$ cat config.mk
export PLATFORM = sky130hd
export DESIGN_NAME = rf_op_sequencer
export DESIGN_NICKNAME = d
export VERILOG_FILES = /design/src/rtl/rf_op_sequencer.sv
export SDC_FILE = /design/constraint.sdc
export NUM_CORES = 1
export LEC_CHECK = 0
export CAP_MARGIN = 20
export CORE_MARGIN = 5
export CORE_UTILIZATION = 38
export DETAILED_ROUTE_END_ITERATION = 10
export PLACE_DENSITY = 0.76
export SKIP_LAST_GASP = 1
export SLEW_MARGIN = 20
export SYNTH_ARGS = -nofsm -noshare
export SYNTH_HDL_FRONTEND = slang
export SYNTH_SLANG_ARGS = --single-unit
$ cat constraint.sdc
create_clock -name clk -period 1.2 [get_ports clk]
set_input_delay 0.24 -clock clk [delete_from_list [all_inputs] [get_ports clk]]
set_output_delay 0.24 -clock clk [all_outputs]
set_load 0.005 [all_outputs]
$ cat src/rtl/rf_op_sequencer.sv
// rf_op_sequencer: multi-cycle operand-fetch / execute / write-back sequencer
// in front of a 16x8 single-port register file. It handles one instruction at a time.
//   clk, rst                  clock, synchronous active-high reset
//   start/ready               instruction request / IDLE indication
//   rs1, rs2, rd              source A, source B, destination select (captured on accept)
//   use_rs2, wb_en            fetch B enable, write-back enable (captured on accept)
//   done                      pulse in the final cycle of an instruction
//   opa, opb, alu_y, res      operands to the ALU, ALU result in, latched result
//   rf_addr/read/write/wdata  register-file port (driven by this block)
//   rf_rdata                  register-file read data (only sampled while rf_read=1)
module rf_op_sequencer #(
   parameter int unsigned DATA_W = 8,
   parameter int unsigned ADDR_W = 8,
   parameter int unsigned SEL_W  = 4
) (
   input  logic              clk,
   input  logic              rst,
   input  logic              start,
   input  logic [SEL_W-1:0]  rs1,
   input  logic [SEL_W-1:0]  rs2,
   input  logic [SEL_W-1:0]  rd,
   input  logic              use_rs2,
   input  logic              wb_en,
   output logic              ready,
   output logic              done,
   output logic [DATA_W-1:0] opa,
   output logic [DATA_W-1:0] opb,
   input  logic [DATA_W-1:0] alu_y,
   output logic [DATA_W-1:0] res,
   output logic [ADDR_W-1:0] rf_addr,
   output logic              rf_read,
   output logic              rf_write,
   output logic [DATA_W-1:0] rf_wdata,
   input  logic [DATA_W-1:0] rf_rdata
);

   typedef enum logic [2:0] {
      S_IDLE = 3'd0,
      S_RD1  = 3'd1,
      S_RD2  = 3'd2,
      S_EXEC = 3'd3,
      S_WB   = 3'd4
   } state_t;

   state_t           state;
   state_t           state_nxt;

   logic [SEL_W-1:0] rs1_q;
   logic [SEL_W-1:0] rs2_q;
   logic [SEL_W-1:0] rd_q;
   logic             use_rs2_q;
   logic             wb_en_q;

   logic             ready_nxt;
   logic             done_nxt;
   logic             rf_read_nxt;
   logic             rf_write_nxt;
   logic [SEL_W-1:0] sel_nxt;

   // Next state plus the state decodes for the state being entered. Registering
   // the decode of state_nxt gives the same waveform as a Moore decode of state.
   always_comb begin
      state_nxt    = state;
      ready_nxt    = 1'b0;
      done_nxt     = 1'b0;
      rf_read_nxt  = 1'b0;
      rf_write_nxt = 1'b0;
      sel_nxt      = '0;

      case (state)
         S_IDLE: if (start) state_nxt = S_RD1;
         S_RD1:  state_nxt = use_rs2_q ? S_RD2 : S_EXEC;
         S_RD2:  state_nxt = S_EXEC;
         S_EXEC: state_nxt = wb_en_q ? S_WB : S_IDLE;
         S_WB:   state_nxt = S_IDLE;
         default: state_nxt = S_IDLE;
      endcase

      case (state_nxt)
         S_IDLE: ready_nxt = 1'b1;
         S_RD1: begin
            // RD1 is only entered from IDLE on accept, so rs1 comes straight from the port
            rf_read_nxt = 1'b1;
            sel_nxt     = rs1;
         end
         S_RD2: begin
            rf_read_nxt = 1'b1;
            sel_nxt     = rs2_q;
         end
         // EXEC is the final cycle only when there is no write-back
         S_EXEC: done_nxt = ~wb_en_q;
         S_WB: begin
            rf_write_nxt = 1'b1;
            done_nxt     = 1'b1;
            sel_nxt      = rd_q;
         end
         default: ready_nxt = 1'b0;
      endcase
   end

   // State register and registered port decodes
   always_ff @(posedge clk) begin
      if (rst) begin
         state    <= S_IDLE;
         ready    <= 1'b1;
         done     <= 1'b0;
         rf_read  <= 1'b0;
         rf_write <= 1'b0;
         rf_addr  <= '0;
      end else begin
         state    <= state_nxt;
         ready    <= ready_nxt;
         done     <= done_nxt;
         rf_read  <= rf_read_nxt;
         rf_write <= rf_write_nxt;
         rf_addr  <= ADDR_W'(sel_nxt);
      end
   end

   // Instruction fields, operands and result
   always_ff @(posedge clk) begin
      if (rst) begin
         rs1_q     <= '0;
         rs2_q     <= '0;
         rd_q      <= '0;
         use_rs2_q <= 1'b0;
         wb_en_q   <= 1'b0;
         opa       <= '0;
         opb       <= '0;
         res       <= '0;
      end else begin
         case (state)
            S_IDLE: begin
               if (start) begin
                  rs1_q     <= rs1;
                  rs2_q     <= rs2;
                  rd_q      <= rd;
                  use_rs2_q <= use_rs2;
                  wb_en_q   <= wb_en;
               end
            end
            S_RD1: begin
               opa <= rf_rdata;
               if (!use_rs2_q) opb <= '0;
            end
            S_RD2:  opb <= rf_rdata;
            S_EXEC: res <= alu_y;
            default: ;
         endcase
      end
   end

   assign rf_wdata = res;

endmodule

# [Word level (Yosys, flattened, before mapping)]
# Index checks and enable logic that the tools add are counted.
[totals] ff_bits=49 in_bits=33 output_inout_bits=44 word_cells=40
[op_classes] eq_ne=8 n_mux=11 n_bitwise=1 reduce_logical=6
[op_table] op="8-bit case mux with 2 select lines" count=1
[op_table] op="3-bit by 2-bit equality test with 1-bit output (second input constant)" count=4
[op_table] op="3-bit case mux with 4 select lines" count=1
[op_table] op="4-bit case mux with 3 select lines" count=1
[op_table] op="8-bit 2-to-1 mux" count=1
[op_table] op="3-bit by 1-bit equality test with 1-bit output (second input constant)" count=2
[op_table] op="3-bit logical NOT" count=2
[op_table] op="3-bit 2-to-1 mux" count=2
[op_table] op="1-bit 2-to-1 mux" count=4
[op_table] op="2-bit AND reduction" count=2
[op_table] op="3-bit equality test (second input constant)" count=1
[op_table] op="2-bit != test (second input constant)" count=1
[op_table] op="1-bit case mux with 2 select lines" count=1
[op_table] op="2-bit nonzero test" count=1
[op_table] op="2-bit OR reduction" count=1
[op_table] op="1-bit NOT" count=1

# [Logic depth before layout (Yosys ltp)]
[depth] depth_word=5 ltp_mapped=5 depth_no_buf=3

# [Least setup slack after synthesis]
# Ideal clock, no wire load.
[synth_path] path_kind="reg-to-reg" start="register state[0]" end="register opa[2]" setup_ns=0.128 t_arrival_ns=1.168 required_ns=1.072 setup_slack_ns=-0.096 stages_incl_launch_ff=6 n_path_buf=2 period_less_slack_ns=1.296 path_cell_list="dfxtp_1 -> buf_6 -> nor3b_4 -> buf_6 -> mux2i_1 -> nor2_1"
[synth_between] elab_chain_len=1
[synth_lines] item="start: declaration" line_no="45" source="state_t state;"
[synth_lines] item="start signal: assignment" line_no="111" source="state <= state_nxt;"
[synth_lines] item="3-bit by 1-bit equality test with 1-bit output" line_no="132" source="case (state)"
[synth_lines] item="end signal: assignment" line_no="143" source="opa <= rf_rdata;"
[synth_lines] item="end: declaration" line_no="26" source="output logic [DATA_W-1:0] opa,"
# Every way passes these cells.
# A chain may end at the register's enable or synchronous reset.

# [Worst setup path in the final report]
[layout_path] start="register state[0]" end="register use_rs2_q"
[layout_between] elab_chain_len=2
[layout_lines] item="3-bit logical NOT" line_no="132"
[layout_lines] item="2-bit AND reduction (no line)"
[layout_lines] item="end signal: assignment" line_no="138" source="use_rs2_q <= use_rs2;"
[layout_lines] item="end: declaration" line_no="51" source="logic use_rs2_q;"
# Every way passes these cells.

==> out/results.md <==
| Parameter | This run |
|---|---|
| Share of the clock period used by the worst path | 1.09 |
| Antenna cells | 0 |
| Total global routing track utilization | 0.155 |
| Final-report setup violation count | 34 |
| Post-route DRC violation count | 0 |
| Instance count of the mapped netlist | 193 |
| Largest net degree at the start of global routing | 21 |
| Mean Syn Cell Area | 9.36 µm² |
| Detailed placer's ending HPWL | 3280 µm |
| Vertical extent of the die | 79.0 µm |
| Portion of the post-synthesis area used by sequential elements | 0.499 |
| Most used standard cell by instance count after synthesis | sky130_fd_sc_hd__dfxtp_1 |
| Wire length reported by the detailed router | 4690 µm |
| Clock buffer depth | 2 |
| P_leak | 1.25 nW |
| Max-cap check violation count | 0 |
| Peak supply drop | 0.828 mV |
| Post-route clock skew | 0.00976 ns |
| Area growth, synth to finish | 57.3% |
| Iteration-0 DRC count of the detailed router | 83 |
| Most used DFF post-synth | sky130_fd_sc_hd__dfxtp_1 |
| Number of sinks driven by the clock tree | 45 |
| Vias per std cell | 4.85 |
| Pre-Repair DR Iteration Count | 4 |
| Placement Cell Area | 2620 µm² |
| Number of enable-type register cells in the synthesized netlist | 0 |
| Crit path capture type | flip-flop |
| List of most frequent post-synthesis cells | 45 x sky130_fd_sc_hd__dfxtp_1, 36 x sky130_fd_sc_hd__nand2_1, 25 x sky130_fd_sc_hd__a21oi_1 |
| Failing checks | setup timing |
| Via count of the first global-routing pass | 1637 |
| I/O pin cnt | 77 |
| Root buffer cell | sky130_fd_sc_hd__clkbuf_8 |
| Post-synthesis sequential element count | 45 |
| Main area contributors after synthesis | sky130_fd_sc_hd__dfxtp_1 50%, sky130_fd_sc_hd__nand2_1 7.5%, sky130_fd_sc_hd__a21oi_1 6.9% |
| Crit path kind | reg2reg |
| Maximum level of the CTS H-tree | 2 |
| Class of the tightest hold or removal check | in2reg |
| Congestion Overflow GR | 0 |
| Endpoint required time on the critical path | 1.39 ns |
| Synthesized cell area | 1810 µm² |
| Max Transition Viols Final | 0 |
| Global-route wire length before repair | 7600 µm |
| Number of buffers added by the clock tree synthesis step | 5 |
| Final-report hold violation count | 0 |
| Initial antenna violation count | 0 |
| Number of buffers inserted by port buffering | 72 |
| Number of fill cells in the layout | 417 |
| Cell area after layout | 2840 µm² |
| Clock tree from TritonCTS | done |
| Outcome | finished, violations left |
| Die area | 6230 µm² |
| Critical-path maximum fanout | 5 |
| Placement Rows | 25 |
| Timing-limited maximum frequency | 0.766 GHz |
| Clock-pin slew of the registers on the worst-case setup and hold paths | 0.09 ns |
| Initial cell density of the core | 0.388 |
| Element type at the critical path start | flip-flop |
| Weighted congestion reported at the end of routability-driven placement | 0.751 |
| YS warnings | 0 |
| Final-layout setup total negative slack | -1.65 ns |
| Layout cell share with drive strength beyond 1 | 0.276 |
| Share of Yosys cell area claimed by the top area cell type | 0.499 |
| Die Width | 79.0 µm |
| Average wire per standard cell | 14.1 µm |
| Insertion delay to the later sink of the worst-skew pair | 0.30 ns |
| NumNets Final | 311 |
| Slack of the critical path | -0.106 ns |
| Core Util, Final | 0.610 |
| Number of nets still failing antenna checks after routing | 0 |
| Cell Pwr Density | 1180 nW/µm² |
| Unrepaired setup endpoints after global routing | yes |
| Count of cell types in the netlist | 31 |
| Placeable Area | 4660 µm² |
| Final period demand of the worst path | 1.31 ns |
| CP arrival | 1.50 ns |
| Number of vias after detailed routing | 1614 |
| Largest area contributor in the synthesized netlist | sky130_fd_sc_hd__dfxtp_1 |
| Proportion of synthesized flip-flops having asynchronous set or reset | 0 |
==> placed cells by master, fill, tap and decap left out, types with 7 or more instances in the layout <==
master,count
sky130_fd_sc_hd__nand2_2,11
sky130_fd_sc_hd__buf_4,16
sky130_fd_sc_hd__buf_6,8
sky130_fd_sc_hd__dfxtp_2,14
sky130_fd_sc_hd__o2bb2ai_1,8
sky130_fd_sc_hd__nand2b_1,9
sky130_fd_sc_hd__a21oi_2,7
sky130_fd_sc_hd__dfxtp_1,30
sky130_fd_sc_hd__mux2i_1,9
sky130_fd_sc_hd__a21oi_1,18
sky130_fd_sc_hd__nand2_1,23
sky130_fd_sc_hd__nor2_1,11
sky130_fd_sc_hd__dlygate4sd2_1,41
sky130_fd_sc_hd__clkdlybuf4s50_1,30
==> registers in the layout, summed over array words and instances, names as in the netlist <==
register / count
res: 8
rs2_q: 4
opa: 8
rf_write: 1
rd_q: 4
rf_addr: 4
wb_en_q: 1
opb: 8
rf_read: 1
ready: 1
use_rs2_q: 1
state: 3
done: 1
==> final timing paths <==
path                                  end  slack, ns  depth (start not counted)      from
worst max-delay path            use_rs2_q      -0.11                          4  state[0]
worst min-delay path                ready       0.40                          3     start
worst max register to register  use_rs2_q      -0.11                          4  state[0]
worst min register to register     res[1]       0.46                          2    res[1]
==> timing repair <==
item                                    in CTS  in global routing
hold buffers                                 0                  0
pin swaps                                    9                  8
setup buffers                                5                  1
gates resized for setup                     83                  8
cloned                                       1                  0
endpoints found under the setup margin      79                 45
==> worst max-delay path: stages (launching register included) <==
cell                      delay (ns)
sky130_fd_sc_hd__dfxtp_2        0.35
sky130_fd_sc_hd__or4b_4         0.56
sky130_fd_sc_hd__buf_6          0.16
sky130_fd_sc_hd__nand2_1        0.08
sky130_fd_sc_hd__a21oi_1        0.06
==> through the flow <==
| stage | setup slack [ns] | std cells | power [mW] | hold WS [ns] |
|---|---|---|---|---|
| global placement | -0.384 | 318 | 2.39 | 0.445 |
| finish | -0.106 | 333 | 3.36 | 0.402 |
| floorplan | -0.0419 | 196 | 2.04 | 0.332 |
| detailed placement | -0.410 | 318 | 2.40 | 0.450 |
| CTS | -0.216 | 332 | 3.36 | 0.391 |
| global route | -0.172 | 333 | 3.53 | 0.414 |
==> metal layers <==
metal | up-vias | wire, µm | share of wire | global-route usage
li1 | 810 | - | - | -
met1 | 747 | 1910 | 0.41 | 0.187
met2 | 52 | 2390 | 0.51 | 0.256
met3 | 5 | 331 | 0.071 | 0.0510
met4 | 0 | 53 | 0.011 | 0.0567
met5 | - | 0 | 0 | 0
==> kinds of logic after synthesis <==
group	after synthesis	share of synthesized area
AOI/OAI and AO/OA	43	0.157
DFF	45	0.499
buffers and inverters	24	0.0900
other	1	0.00208
and+or+nand+nor	71	0.202
muxes	9	0.0499
==> area by class of cell <==
type / count / area [µm²] / share of cell area
tap: 54 / 67.6 / 0.0238
inverter: 1 / 3.75 / 0.00132
timing repair buffer: 98 / 922 / 0.325
clock buffer: 6 / 72.6 / 0.0255
sequential: 45 / 922 / 0.325
clock inverter: 2 / 15.0 / 0.00528
multi-input combinational: 127 / 838 / 0.295
==> power by group <==
| group | switching, mW | leakage [nW] | internal [mW] |
|---|---|---|---|
| clock | 0.523 | 0.0374 | 0.411 |
| combinational | 0.335 | 0.839 | 0.441 |
| sequential | 0.0559 | 0.374 | 1.59 |
| total | 0.914 | 1.25 | 2.45 |
Note: power is estimated with default switching activity, not from simulation.
